[config.mk]
export PLATFORM = sky130hd
export DESIGN_NAME = csync_timing_recovery_flat
export DESIGN_NICKNAME = d
export VERILOG_FILES = /design/src/rtl/csync_timing_recovery_if.sv /design/src/rtl/csync_timing_recovery.sv /design/src/flat_wrapper.sv
export SDC_FILE = /design/constraint.sdc
export NUM_CORES = 1
export LEC_CHECK = 0
export CAP_MARGIN = 30
export CORE_ASPECT_RATIO = 1.2
export CORE_MARGIN = 1
export CORE_UTILIZATION = 40
export DETAILED_ROUTE_END_ITERATION = 6
export SETUP_SLACK_MARGIN = 0.5
export SLEW_MARGIN = 10
export SYNTH_ARGS = -nofsm -noshare
export SYNTH_HDL_FRONTEND = slang
export SYNTH_SLANG_ARGS = --single-unit
[constraint.sdc]
create_clock -name sysClock -period 6.4 [get_ports sysClock]
set_input_delay 1.28 -clock sysClock [delete_from_list [all_inputs] [get_ports sysClock]]
set_output_delay 1.28 -clock sysClock [all_outputs]
set_load 0.01 [all_outputs]
[src/rtl/csync_timing_recovery_if.sv]
// Bundles the composite-sync input and the recovered timing outputs.
// Latency: none, wiring only.
// Backpressure: none; the sync stream is free-running and outputs are
// level/pulse signals.
// Ports: csync (active-low sync in); hsync, vsync, field, line_count,
//        line_period, locked, lock_state (recovered timing out).
// master = sync source / timing consumer, slave = timing recovery block.
interface csync_timing_recovery_if #(
    parameter int CNT_W = 12
);
    logic             csync;
    logic             hsync;
    logic             vsync;
    logic             field;
    logic [CNT_W-1:0] line_count;
    logic [CNT_W-1:0] line_period;
    logic             locked;
    logic [1:0]       lock_state;

    modport master (
        output csync,
        input  hsync, vsync, field, line_count, line_period, locked, lock_state
    );

    modport slave (
        input  csync,
        output hsync, vsync, field, line_count, line_period, locked, lock_state
    );
endinterface

[src/rtl/csync_timing_recovery.sv]
// Recovers line/field timing (hsync, vsync, field, line count) from a
// synchronised active-low composite sync, with a flywheel and lock FSM.
// Latency: one clock from the first sampled low/high level to the
// registered outputs. Backpressure: none, the stream cannot be stalled.
// Ports: sysClock, nReset (async active low), bus (slave modport).
module csync_timing_recovery #(
    parameter int CNT_W       = 12,
    parameter int H_NOM       = 1024,
    parameter int H_TOL       = 32,
    parameter int HS_WIDTH    = 75,
    parameter int BROAD_MIN   = 256,
    parameter int BROAD_COUNT = 2,
    parameter int LOCK_COUNT  = 8,
    parameter int MISS_MAX    = 4
) (
    input  logic                   sysClock,
    input  logic                   nReset,
    csync_timing_recovery_if.slave bus
);

    // The flywheel point must be reachable before the period counter
    // saturates, otherwise an unlocked channel could never be told apart.
    if (H_NOM + H_TOL >= (2 ** CNT_W) - 1) begin : gParamCheck
        $error("H_NOM + H_TOL must be below the saturated counter value");
    end

    localparam logic [CNT_W-1:0] CNT_MAX   = '1;
    localparam logic [CNT_W-1:0] ONE       = CNT_W'(1);
    localparam logic [CNT_W-1:0] LO_LIM    = CNT_W'(H_NOM - H_TOL);
    localparam logic [CNT_W-1:0] HI_LIM    = CNT_W'(H_NOM + H_TOL);
    // Reload after an inserted line so the next nominal fall lands on H_NOM.
    localparam logic [CNT_W-1:0] REPHASE   = CNT_W'(H_TOL + 1);
    localparam logic [CNT_W-1:0] Q1_LIM    = CNT_W'(H_NOM / 4);
    localparam logic [CNT_W-1:0] Q3_LIM    = CNT_W'((3 * H_NOM) / 4);
    localparam logic [CNT_W-1:0] HS_LAST   = CNT_W'(HS_WIDTH - 1);
    localparam logic [CNT_W-1:0] BROAD_LIM = CNT_W'(BROAD_MIN);
    localparam logic [CNT_W-1:0] BCNT_LIM  = CNT_W'(BROAD_COUNT);
    localparam logic [CNT_W-1:0] LOCK_LIM  = CNT_W'(LOCK_COUNT);
    localparam logic [CNT_W-1:0] MISS_LIM  = CNT_W'(MISS_MAX);

    typedef enum logic [1:0] {
        SEARCH  = 2'd0,
        ACQUIRE = 2'd1,
        LOCKED  = 2'd2
    } state_t;

    state_t           state;
    logic             prevCsync;
    logic [CNT_W-1:0] periodCnt;
    logic [CNT_W-1:0] lowCnt;
    logic [CNT_W-1:0] goodCnt;
    logic [CNT_W-1:0] missCnt;
    logic [CNT_W-1:0] broadCnt;
    logic [CNT_W-1:0] fallPc;     // period count seen at the latest fall
    logic [CNT_W-1:0] fieldPc;    // period count at the first broad fall of a run
    logic [CNT_W-1:0] hsCnt;
    logic             vsDone;
    logic             hsyncReg;
    logic             vsyncReg;
    logic             fieldReg;
    logic             lockedReg;
    logic [CNT_W-1:0] lineCount;
    logic [CNT_W-1:0] linePeriod;

    logic             fall;
    logic             rise;
    logic             inTol;
    logic             isBroad;
    logic             acceptStart;
    logic             insertStart;
    logic             lineStart;
    logic             lockLost;
    logic             vsEvent;
    logic [CNT_W-1:0] broadNext;
    logic [CNT_W-1:0] firstPc;
    logic [CNT_W-1:0] goodInc;
    logic [CNT_W-1:0] missInc;

    assign fall        = prevCsync & ~bus.csync;
    assign rise        = ~prevCsync & bus.csync;
    assign inTol       = (periodCnt >= LO_LIM) && (periodCnt <= HI_LIM);
    assign acceptStart = fall && inTol && (state != SEARCH);
    assign insertStart = (state == LOCKED) && !acceptStart && (periodCnt == HI_LIM);
    assign lineStart   = acceptStart || insertStart;
    assign goodInc     = goodCnt + ONE;
    assign missInc     = missCnt + ONE;
    assign lockLost    = insertStart && (missInc == MISS_LIM);

    assign isBroad     = lowCnt >= BROAD_LIM;
    assign broadNext   = !isBroad ? '0 : ((broadCnt == CNT_MAX) ? broadCnt : broadCnt + ONE);
    assign vsEvent     = rise && isBroad && (broadNext >= BCNT_LIM) && !vsDone;
    // When a single broad pulse is enough, the capture and the vsync coincide.
    assign firstPc     = (broadCnt == '0) ? fallPc : fieldPc;

    always_ff @(posedge sysClock or negedge nReset) begin
        if (!nReset) begin
            state      <= SEARCH;
            prevCsync  <= 1'b1;
            periodCnt  <= '0;
            lowCnt     <= '0;
            goodCnt    <= '0;
            missCnt    <= '0;
            broadCnt   <= '0;
            fallPc     <= '0;
            fieldPc    <= '0;
            hsCnt      <= '0;
            vsDone     <= 1'b0;
            hsyncReg   <= 1'b0;
            vsyncReg   <= 1'b0;
            fieldReg   <= 1'b0;
            lockedReg  <= 1'b0;
            lineCount  <= '0;
            linePeriod <= '0;
        end else begin
            prevCsync <= bus.csync;

            if (fall) begin
                lowCnt <= '0;
                fallPc <= periodCnt;
            end else if (!bus.csync && lowCnt != CNT_MAX) begin
                lowCnt <= lowCnt + ONE;
            end

            if (periodCnt != CNT_MAX) begin
                periodCnt <= periodCnt + ONE;
            end

            case (state)
                SEARCH: begin
                    if (fall) begin
                        periodCnt <= ONE;
                        goodCnt   <= '0;
                        missCnt   <= '0;
                        state     <= ACQUIRE;
                    end
                end
                ACQUIRE: begin
                    if (acceptStart) begin
                        periodCnt <= ONE;
                        goodCnt   <= goodInc;
                        if (goodInc == LOCK_LIM) begin
                            state     <= LOCKED;
                            lockedReg <= 1'b1;
                            missCnt   <= '0;
                        end
                    end else if (fall && periodCnt > HI_LIM) begin
                        periodCnt <= ONE;
                        goodCnt   <= '0;
                    end else if (periodCnt == CNT_MAX) begin
                        state <= SEARCH;
                    end
                end
                LOCKED: begin
                    if (acceptStart) begin
                        periodCnt <= ONE;
                        missCnt   <= '0;
                    end else if (insertStart) begin
                        periodCnt <= REPHASE;
                        missCnt   <= missInc;
                        if (lockLost) begin
                            state     <= SEARCH;
                            lockedReg <= 1'b0;
                        end
                    end
                end
                default: begin
                    state     <= SEARCH;
                    lockedReg <= 1'b0;
                end
            endcase

            if (acceptStart) begin
                linePeriod <= periodCnt;
            end

            // A new line start while hsync is high restarts the width.
            if (lineStart) begin
                hsyncReg <= 1'b1;
                hsCnt    <= HS_LAST;
            end else if (hsCnt != '0) begin
                hsCnt <= hsCnt - ONE;
            end else begin
                hsyncReg <= 1'b0;
            end

            if (rise) begin
                broadCnt <= broadNext;
                if (!isBroad) begin
                    vsDone <= 1'b0;
                end else if (vsEvent) begin
                    vsDone <= 1'b1;
                end
                if (isBroad && broadCnt == '0) begin
                    fieldPc <= fallPc;
                end
            end

            vsyncReg <= vsEvent;
            if (vsEvent) begin
                fieldReg <= (firstPc > Q1_LIM) && (firstPc < Q3_LIM);
            end

            // vsync wins over a coincident line start.
            if (vsEvent || state == SEARCH || lockLost) begin
                lineCount <= '0;
            end else if (lineStart && lineCount != CNT_MAX) begin
                lineCount <= lineCount + ONE;
            end
        end
    end

    assign bus.hsync       = hsyncReg;
    assign bus.vsync       = vsyncReg;
    assign bus.field       = fieldReg;
    assign bus.line_count  = lineCount;
    assign bus.line_period = linePeriod;
    assign bus.locked      = lockedReg;
    assign bus.lock_state  = state;

endmodule

[src/flat_wrapper.sv]
// flat-port wrapper written by rule: the top's interface ports become plain ports
module csync_timing_recovery_flat 
#(
    parameter int CNT_W       = 12,
    parameter int H_NOM       = 1024,
    parameter int H_TOL       = 32,
    parameter int HS_WIDTH    = 75,
    parameter int BROAD_MIN   = 256,
    parameter int BROAD_COUNT = 2,
    parameter int LOCK_COUNT  = 8,
    parameter int MISS_MAX    = 4
)
  (sysClock, nReset, bus_csync, bus_hsync, bus_vsync, bus_field, bus_line_count, bus_line_period, bus_locked, bus_lock_state);
  csync_timing_recovery_if #(.CNT_W(CNT_W)) bus_i ();
  input  logic sysClock;
  input  logic nReset;
  input wire logic [$bits(bus_i.csync)-1:0] bus_csync;
  output wire logic [$bits(bus_i.hsync)-1:0] bus_hsync;
  output wire logic [$bits(bus_i.vsync)-1:0] bus_vsync;
  output wire logic [$bits(bus_i.field)-1:0] bus_field;
  output wire logic [$bits(bus_i.line_count)-1:0] bus_line_count;
  output wire logic [$bits(bus_i.line_period)-1:0] bus_line_period;
  output wire logic [$bits(bus_i.locked)-1:0] bus_locked;
  output wire logic [$bits(bus_i.lock_state)-1:0] bus_lock_state;
  assign bus_i.csync = bus_csync;
  assign bus_hsync = bus_i.hsync;
  assign bus_vsync = bus_i.vsync;
  assign bus_field = bus_i.field;
  assign bus_line_count = bus_i.line_count;
  assign bus_line_period = bus_i.line_period;
  assign bus_locked = bus_i.locked;
  assign bus_lock_state = bus_i.lock_state;
  csync_timing_recovery #(.CNT_W(CNT_W), .H_NOM(H_NOM), .H_TOL(H_TOL), .HS_WIDTH(HS_WIDTH), .BROAD_MIN(BROAD_MIN), .BROAD_COUNT(BROAD_COUNT), .LOCK_COUNT(LOCK_COUNT), .MISS_MAX(MISS_MAX)) u_core (.sysClock(sysClock), .nReset(nReset), .bus(bus_i));
endmodule
==> results of run 1 <==
## metrics by stage
step,std cells,hold slack [ns]
after global routing,970,0.499
after floorplan,721,0.463
after CTS,967,0.484
final,970,0.479
after global placement,934,0.461
after detailed placement,937,0.470
## metal layers
layer | track usage, % | part of all wire (%)
met1 | 22.6 | 45
met4 | 8.45 | 2.0
met5 | 0 | 0
met2 | 30.0 | 50
met3 | 3.90 | 3.2
## cell type report
type                            count  area share, %
Clock buffer                       20           5.94
Clock inverter                     10           1.43
Inverter                           19          0.907
Multi-Input combinational cell    540           42.4
Sequential cell                   128           40.8
Tap cell                          212           3.38
Timing Repair Buffer               41           5.16
## cell families after synthesis
family / count (synthesis) / synth area share (%)
muxes: 18 / 2.90
AOI/OAI and AO/OA: 157 / 15.3
xor gates and xnor gates: 42 / 5.44
and+or+nand+nor: 312 / 23.6
buffers and inverters: 53 / 3.37
DFF: 128 / 47.4
adders and majority gates: 11 / 2.03
## worst max-delay path, stage by stage
cell	delay, ns
sky130_fd_sc_hd__clkdlybuf4s50_1	0.55
sky130_fd_sc_hd__nor2b_1	0.76
sky130_fd_sc_hd__nand2_1	0.28
sky130_fd_sc_hd__nor2_1	0.22
sky130_fd_sc_hd__buf_4	0.22
sky130_fd_sc_hd__mux2_2	0.35
## final timing paths
path / endpoint / slack, ns
min: u_core.bus.line_period[8]$_DFFE_PN0P_ / 0.48
min reg2reg: u_core.bus.line_period[8]$_DFFE_PN0P_ / 0.48
max reg2reg: u_core.periodCnt[9]$_DFF_PN0_ / 3.65
min in group asynchronous: u_core.broadCnt[4]$_DFFE_PN0P_ / 0.80
max in group asynchronous: u_core.periodCnt[3]$_DFF_PN0_ / 4.45
max: u_core.fieldPc[0]$_DFFE_PN0P_ / 3.04
## state kept, by name (all words and copies together), names as in the netlist
name and flops:
u_core.bus.hsync 1, u_core.bus.vsync 1, u_core.bus.line_count 12, u_core.lowCnt 12, u_core.prevCsync 1, u_core.bus.locked 1, u_core.fieldPc 12, u_core.broadCnt 12
u_core.bus.line_period 12, u_core.periodCnt 12, u_core.goodCnt 12, u_core.missCnt 12, u_core.bus.lock_state 2, u_core.bus.field 1, u_core.fallPc 12, u_core.hsCnt 12
u_core.vsDone 1
## where the power goes
group	leakage [uW]	total (uW)	internal, uW	switching [uW]
clock network	0.000284	940	597	343
registers	0.00172	1050	922	123
logic	0.00147	429	193	236
total	0.00348	2410	1710	703
## synthesized netlist by cell type (2+ instances only)
master and number:
sky130_fd_sc_hd__nor2b_1 3, sky130_fd_sc_hd__nor3_1 15, sky130_fd_sc_hd__or3_1 9, sky130_fd_sc_hd__o21bai_1 2, sky130_fd_sc_hd__o31ai_1 16, sky130_fd_sc_hd__and3_1 15
sky130_fd_sc_hd__or4_1 6, sky130_fd_sc_hd__a22o_1 3, sky130_fd_sc_hd__xnor2_1 21, sky130_fd_sc_hd__a21o_1 7, sky130_fd_sc_hd__or2_2 2, sky130_fd_sc_hd__nand4_1 23
sky130_fd_sc_hd__nand3b_1 2, sky130_fd_sc_hd__and4_1 5, sky130_fd_sc_hd__and2b_1 5, sky130_fd_sc_hd__and2_1 6, sky130_fd_sc_hd__a211o_1 2, sky130_fd_sc_hd__inv_1 19
sky130_fd_sc_hd__a41oi_1 2, sky130_fd_sc_hd__or4_4 2, sky130_fd_sc_hd__dfrtp_1 127, sky130_fd_sc_hd__mux2i_1 5, sky130_fd_sc_hd__buf_2 9, sky130_fd_sc_hd__nor2_1 79
sky130_fd_sc_hd__nor4_1 6, sky130_fd_sc_hd__nand2_1 81, sky130_fd_sc_hd__nand3_1 28, sky130_fd_sc_hd__o21ai_0 55, sky130_fd_sc_hd__mux2_2 12, sky130_fd_sc_hd__a31oi_1 5
sky130_fd_sc_hd__o211ai_1 2, sky130_fd_sc_hd__o41ai_1 4, sky130_fd_sc_hd__nand2b_1 12, sky130_fd_sc_hd__a31o_2 2, sky130_fd_sc_hd__o2111a_1 2, sky130_fd_sc_hd__clkbuf_2 2
sky130_fd_sc_hd__clkbuf_1 20, sky130_fd_sc_hd__xor2_1 21, sky130_fd_sc_hd__or3b_2 2, sky130_fd_sc_hd__a21oi_1 37, sky130_fd_sc_hd__ha_1 11, sky130_fd_sc_hd__buf_4 2
==> qor.yml, run 1 <==
synthesis:
  async_set_reset_flop_share_out_of_synthesis_pct: 100
  ys_dominant_reg_cell: "sky130_fd_sc_hd__dfrtp_1"
  synth_cell_types: 74
  synth_top_cells_by_area: "sky130_fd_sc_hd__dfrtp_1, sky130_fd_sc_hd__nand2_1, sky130_fd_sc_hd__nor2_1"
  yosysTopAreaCellShare_pct: 47.0
  post_synth_instance_area_sq_um: 6770
  synth.yosys.warnings: 0
  synth.largest_area_cell: "sky130_fd_sc_hd__dfrtp_1"
  synth_enable_flop_cells: 0
  seq_area_frac_synth_pct: 47.4
  synth.avg_cell_area_sq_um: 9.38
  number_of_cells_produced_by_synthesis: 721
  synth.ff_latch_count: 128
  post_synth_net_total: 735
power:
  leakage_uw: 0.00348
  vdd_drop_max_uv: 155
  total_power_uw: 2410
  power.density_nw_per_um2: 307
cells_and_area:
  area_delta_synth_final_pct: 16.2
  drive_above_1_share_pct: 10.2
  multi_input_logic_area_sq_um: 3330
  layout.cells.most_common_list: "sky130_fd_sc_hd__dfrtp_1, sky130_fd_sc_hd__nand2_1, sky130_fd_sc_hd__nor2_1"
  fillCellCount: 1496
  register_area_sq_um: 3200
  final_nets: 761
  antenna_diode_count: 0
  most_common_library_cell_in_the_layout_ignoring_fill_and_taps: "sky130_fd_sc_hd__dfrtp_1"
  post-route-util_pct: 47.9
  fin_area_sq_um: 7860
global_route:
  grtUsageTotal_pct: 18.1
  initial_antenna_violation_count: 0
  largest_net_degree_at_the_start_of_global_routing: 70
  overflow: 0
  grt_first_pass_wirelength_mm: 24.8
  first_global_vias: 5166
detailed_routing:
  drt_first_iter_violations: 345
  routed_wirelength_mm: 14.6
  routed_wire_length_per_instance_um: 15.0
  antenna_violating_nets_post_route: 0
  routed_via_density: 5.49
  drt_pass1_iterations: 5
  drcViolationCount: 0
  vias: 5327
floorplanning:
  fp.dieW_um: 121
  core_sq_um: 16400
  floorplan.io_pins: 33
  num_rows: 51
  starting_density_of_the_core_pct: 41.3
  die_height_um: 144
  die_area_sq_um: 17400
worst_hold_path:
  hold_path.class: "reg -> reg"
  hp-start: "u_core.bus.line_period[8]$_DFFE_PN0P_"
  min_delay_path_depth: 1
clocking:
  cts_buffer_depth: 2
  numCtsBuffers: 17
  hold_bufs_at_cts: 0
  post_cts_resized: 0
  cts_setup_buffers: 0
  cts.reportedPaths.clkPinSlew_ns: 0.06
  clock_tree.htree_level_count: 4
  cts_root_buf: "sky130_fd_sc_hd__clkbuf_16"
  clock-sinks: 128
  tritoncts_clock_tree: "done"
  clkLatencyLatePin_ns: 0.42
timing:
  clock-skew-final_ns: 0.00749
  rsz0062_at_grt: "false"
  maxSlewViolCount: 0
  hold_viol: 0
  timing.final.crit_period_ns: 3.36
  setup_tns_ns: 0
  worstMarginPinSlew_ns: 0.918
  final.period_utilization_pct: 52.5
  final.setup.worst_slack_ns: 3.04
  setup_viol_count_final: 0
  clock.fmax_mhz: 297
  slew-limit-headroom_pct: 38.7
setup_path:
  end_kind: "flip-flop"
  cp.arrival_ns: 3.66
  required_ns: 6.70
  timing_worst_setup_path_type: "in -> reg"
  critical_path.startpoint: "bus_csync"
  worst_r2r_startpoint: "u_core.periodCnt[7]$_DFF_PN0_"
  r2r_cells: 8
  crit_path_max_fanout: 15
  critPathLaunchType: "primary input"
placed_design:
  final_wtd_congestion: 0.817
  place_hpwl_mm: 10.0
  placement.setup.worst_slack_ns: 2.17
  placedInstanceArea_sq_um: 7240
  numPortBuffers: 32
run_status:
  run_status: "finished clean"
run:
  max-cap-violations: 0
(Power assumes the default switching activity.)
==> run 2: changes to the inputs <==
==> constraint.sdc (replaced) <==
create_clock -name sysClock -period 3 [get_ports sysClock]
set_input_delay 0.6 -clock sysClock [delete_from_list [all_inputs] [get_ports sysClock]]
set_output_delay 0.6 -clock sysClock [all_outputs]
set_load 0.01 [all_outputs]
==> qor.yml, run 2 (same netlist as run 1, synthesis figures left out) <==
setup_path:
  crit_path_max_fanout: 8  # -7
  reg2reg_slack_ns: 0.57  # -3.08 ns
  critical_path.startpoint: "u_core.periodCnt[0]$_DFF_PN0_"
  critPathTopFamily: "compound AO/OA/AOI/OAI gates"
  worst_setup_path_endpoint: "u_core.bus.locked$_DFFE_PN0P_"
  cp.buffers_inverters: 1  # -1
  critPathLaunchType: "flip-flop"
  worst_r2r_startpoint: "u_core.periodCnt[0]$_DFF_PN0_"
  required_ns: 3.30  # -3.40 ns
  timing_worst_setup_path_type: "reg -> reg"
  worst_path_largest_cell_delay_ns: 0.59  # -0.17 ns
  crit_path_cells: "inv_1, ha_1, a41o_1, a2bb2oi_4, o21ai_4, or4_4, a21bo_1, a22o_1"
  end_kind: "flip-flop"
  path_depth: 8  # +2
  cp.arrival_ns: 2.73  # -0.93 ns
  r2r-end: "u_core.bus.locked$_DFFE_PN0P_"
  critical-path-slowest-cell: "sky130_fd_sc_hd__or4_4"
  r2r_cells: 8  # unchanged
cells_and_area:
  area_delta_synth_final_pct: 20.0
  final_nets: 776  # +2.0%
  register_area_sq_um: 3210  # +0.16%
  fillCellCount: 1495  # -0.067%
  most_common_library_cell_in_the_layout_ignoring_fill_and_taps: "sky130_fd_sc_hd__dfrtp_1"
  multi_input_logic_area_sq_um: 3400  # +2.0%
  antenna_diode_count: 0  # unchanged
  drive_above_1_share_pct: 13.7  # +3.5 points
  layout.cells.most_common_list: "sky130_fd_sc_hd__dfrtp_1, sky130_fd_sc_hd__nand2_1, sky130_fd_sc_hd__nor2_1"
  post-route-util_pct: 49.5  # +1.6 points
  layout.cells.non_filler: 987  # +1.8%
clocking:
  numCtsBuffers: 17  # unchanged
  hold_bufs_at_cts: 0  # unchanged
  cts_root_buf: "sky130_fd_sc_hd__clkbuf_16"
  clock_tree.htree_level_count: 4  # unchanged
  clock-sinks: 128  # unchanged
  clkLatencyLatePin_ns: 0.42  # about the same
  cts.reportedPaths.clkPinSlew_ns: 0.05  # about the same
  tritoncts_clock_tree: "done"
  cts_buffer_depth: 2  # unchanged
timing:
  rsz0062_at_grt: "true"
  maxSlewViolCount: 0  # unchanged
  slew-limit-headroom_pct: 55.0  # +16 points
  clock.fmax_mhz: 412
  hold_viol: 0  # unchanged
  final.setup.worst_slack_ns: 0.571  # -2.47 ns
  worstMarginPinSlew_ns: 0.674  # -0.243 ns
  setup_viol_count_final: 0  # unchanged
  setup_tns_ns: 0  # unchanged
  timing.final.crit_period_ns: 2.43
  clock-skew-final_ns: 0.00822  # +0.000728 ns
  final.period_utilization_pct: 81.0
floorplanning:
  floorplan.io_pins: 33  # unchanged
  die_height_um: 144  # unchanged
  die_area_sq_um: 17400  # unchanged
  starting_density_of_the_core_pct: 41.3  # unchanged
  fp.dieW_um: 121  # unchanged
  num_rows: 51  # unchanged
  core_sq_um: 16400  # unchanged
power:
  power.density_nw_per_um2: 676  # +120%
  internal-power_uw: 3980  # +130%
  p_sw_uw: 1510  # +110%
  leakage_uw: 0.00358  # +3.0%
  share_comb_of_total_power_pct: 17.4  # -0.4 points
  vdd_drop_max_uv: 457  # +190%
  pwr-share-seq_pct: 40.5  # -2.8 points
  power.share.switching_pct: 27.5  # -1.6 points
  share_clk_of_total_power_pct: 42.2  # +3.3 points
  total_power_uw: 5490  # +130%
detailed_routing:
  drcViolationCount: 0  # unchanged
  drt_first_iter_violations: 288  # -17%
  routed_wire_length_per_instance_um: 14.9  # -0.53%
  vias: 5416  # +1.7%
  routed_via_density: 5.49  # about the same
  drt_pass1_iterations: 4  # -1
  routed_wirelength_mm: 14.7  # +1.2%
  antenna_violating_nets_post_route: 0  # unchanged
placed_design:
  numPortBuffers: 32  # unchanged
  placement.setup.worst_slack_ns: 0.288  # -1.89 ns
  final_wtd_congestion: 0.823  # +0.75%
  place_hpwl_mm: 10.4  # +3.2%
  place.detailed.instances: 947  # +1.1%
global_route:
  grt_first_pass_wirelength_mm: 25.1  # +1.2%
  first_global_vias: 5254  # +1.7%
  largest_net_degree_at_the_start_of_global_routing: 75  # +7.1%
  grtUsageTotal_pct: 18.1  # -0.043 points
  overflow: 0  # unchanged
  initial_antenna_violation_count: 0  # unchanged
worst_hold_path:
  hold_path.class: "in -> async"
run:
  max-cap-violations: 0  # unchanged
run_status:
  run_status: "finished clean"
## run 2: power by group through the flow
stage	Clock, uW	Combinational, uW	Sequential, uW
floorplan	0	640	2190
global placement	0	900	2240
detailed placement	0	923	2250
CTS	2360	929	2230
global route	2430	1090	2250
finish	2320	954	2220
## run 2: worst min-delay path by stage
stage	endpoint	slack [ns]	cells after the start
after floorplan	u_core.broadCnt[0]$_DFFE_PN0P_	0.30	0
final	u_core.broadCnt[9]$_DFFE_PN0P_	0.14	1
after detailed placement	u_core.bus.line_period[8]$_DFFE_PN0P_	0.46	1
after global placement	u_core.bus.line_period[8]$_DFFE_PN0P_	0.46	1
after CTS	u_core.broadCnt[9]$_DFFE_PN0P_	0.16	1
after global routing	u_core.broadCnt[9]$_DFFE_PN0P_	0.17	1
## run 2: final cells by class
type	count	share of cell area [%]
Clock buffer	20	5.50
Tap cell	212	3.27
Inverter	19	0.878
Sequential cell	128	39.5
Timing Repair Buffer	56	6.33
Multi-Input combinational cell	540	41.9
Clock inverter	12	2.62
## run 2: repair_timing
| action | 4_1_cts | 5_1_grt |
|---|---|---|
| pin swaps | 0 | 1 |
| endpoints found under the setup margin | 13 | 22 |
| setup buffers | 1 | 7 |
| resized for setup | 2 | 15 |
## run 2: worst register-to-register path, delay by kind of cell, from the launching register on
family | cells | cell delay (ns)
adders and majority gates | 1 | 0.21
buffers and inverters | 1 | 0.08
AOI/OAI and AO/OA | 5 | 1.04
and+or+nand+nor | 1 | 0.59
DFF | 1 | 0.39
## run 2: layer usage
| metal | vias up | global-route usage, % | share of wire (%) |
|---|---|---|---|
| li1 | 2663 | - | - |
| met1 | 2629 | 22.2 | 46 |
| met2 | 101 | 30.3 | 49 |
| met3 | 23 | 4.42 | 3.2 |
| met4 | 0 | 7.60 | 2.3 |
| met5 | - | 0 | 0 |
## run 2: metrics by stage
step	cell area, sq um	hold WS, ns
floorplan	6770	0.304
global placement	7320	0.460
detailed placement	7320	0.465
CTS	8000	0.157
global route	8120	0.172
finish	8120	0.143
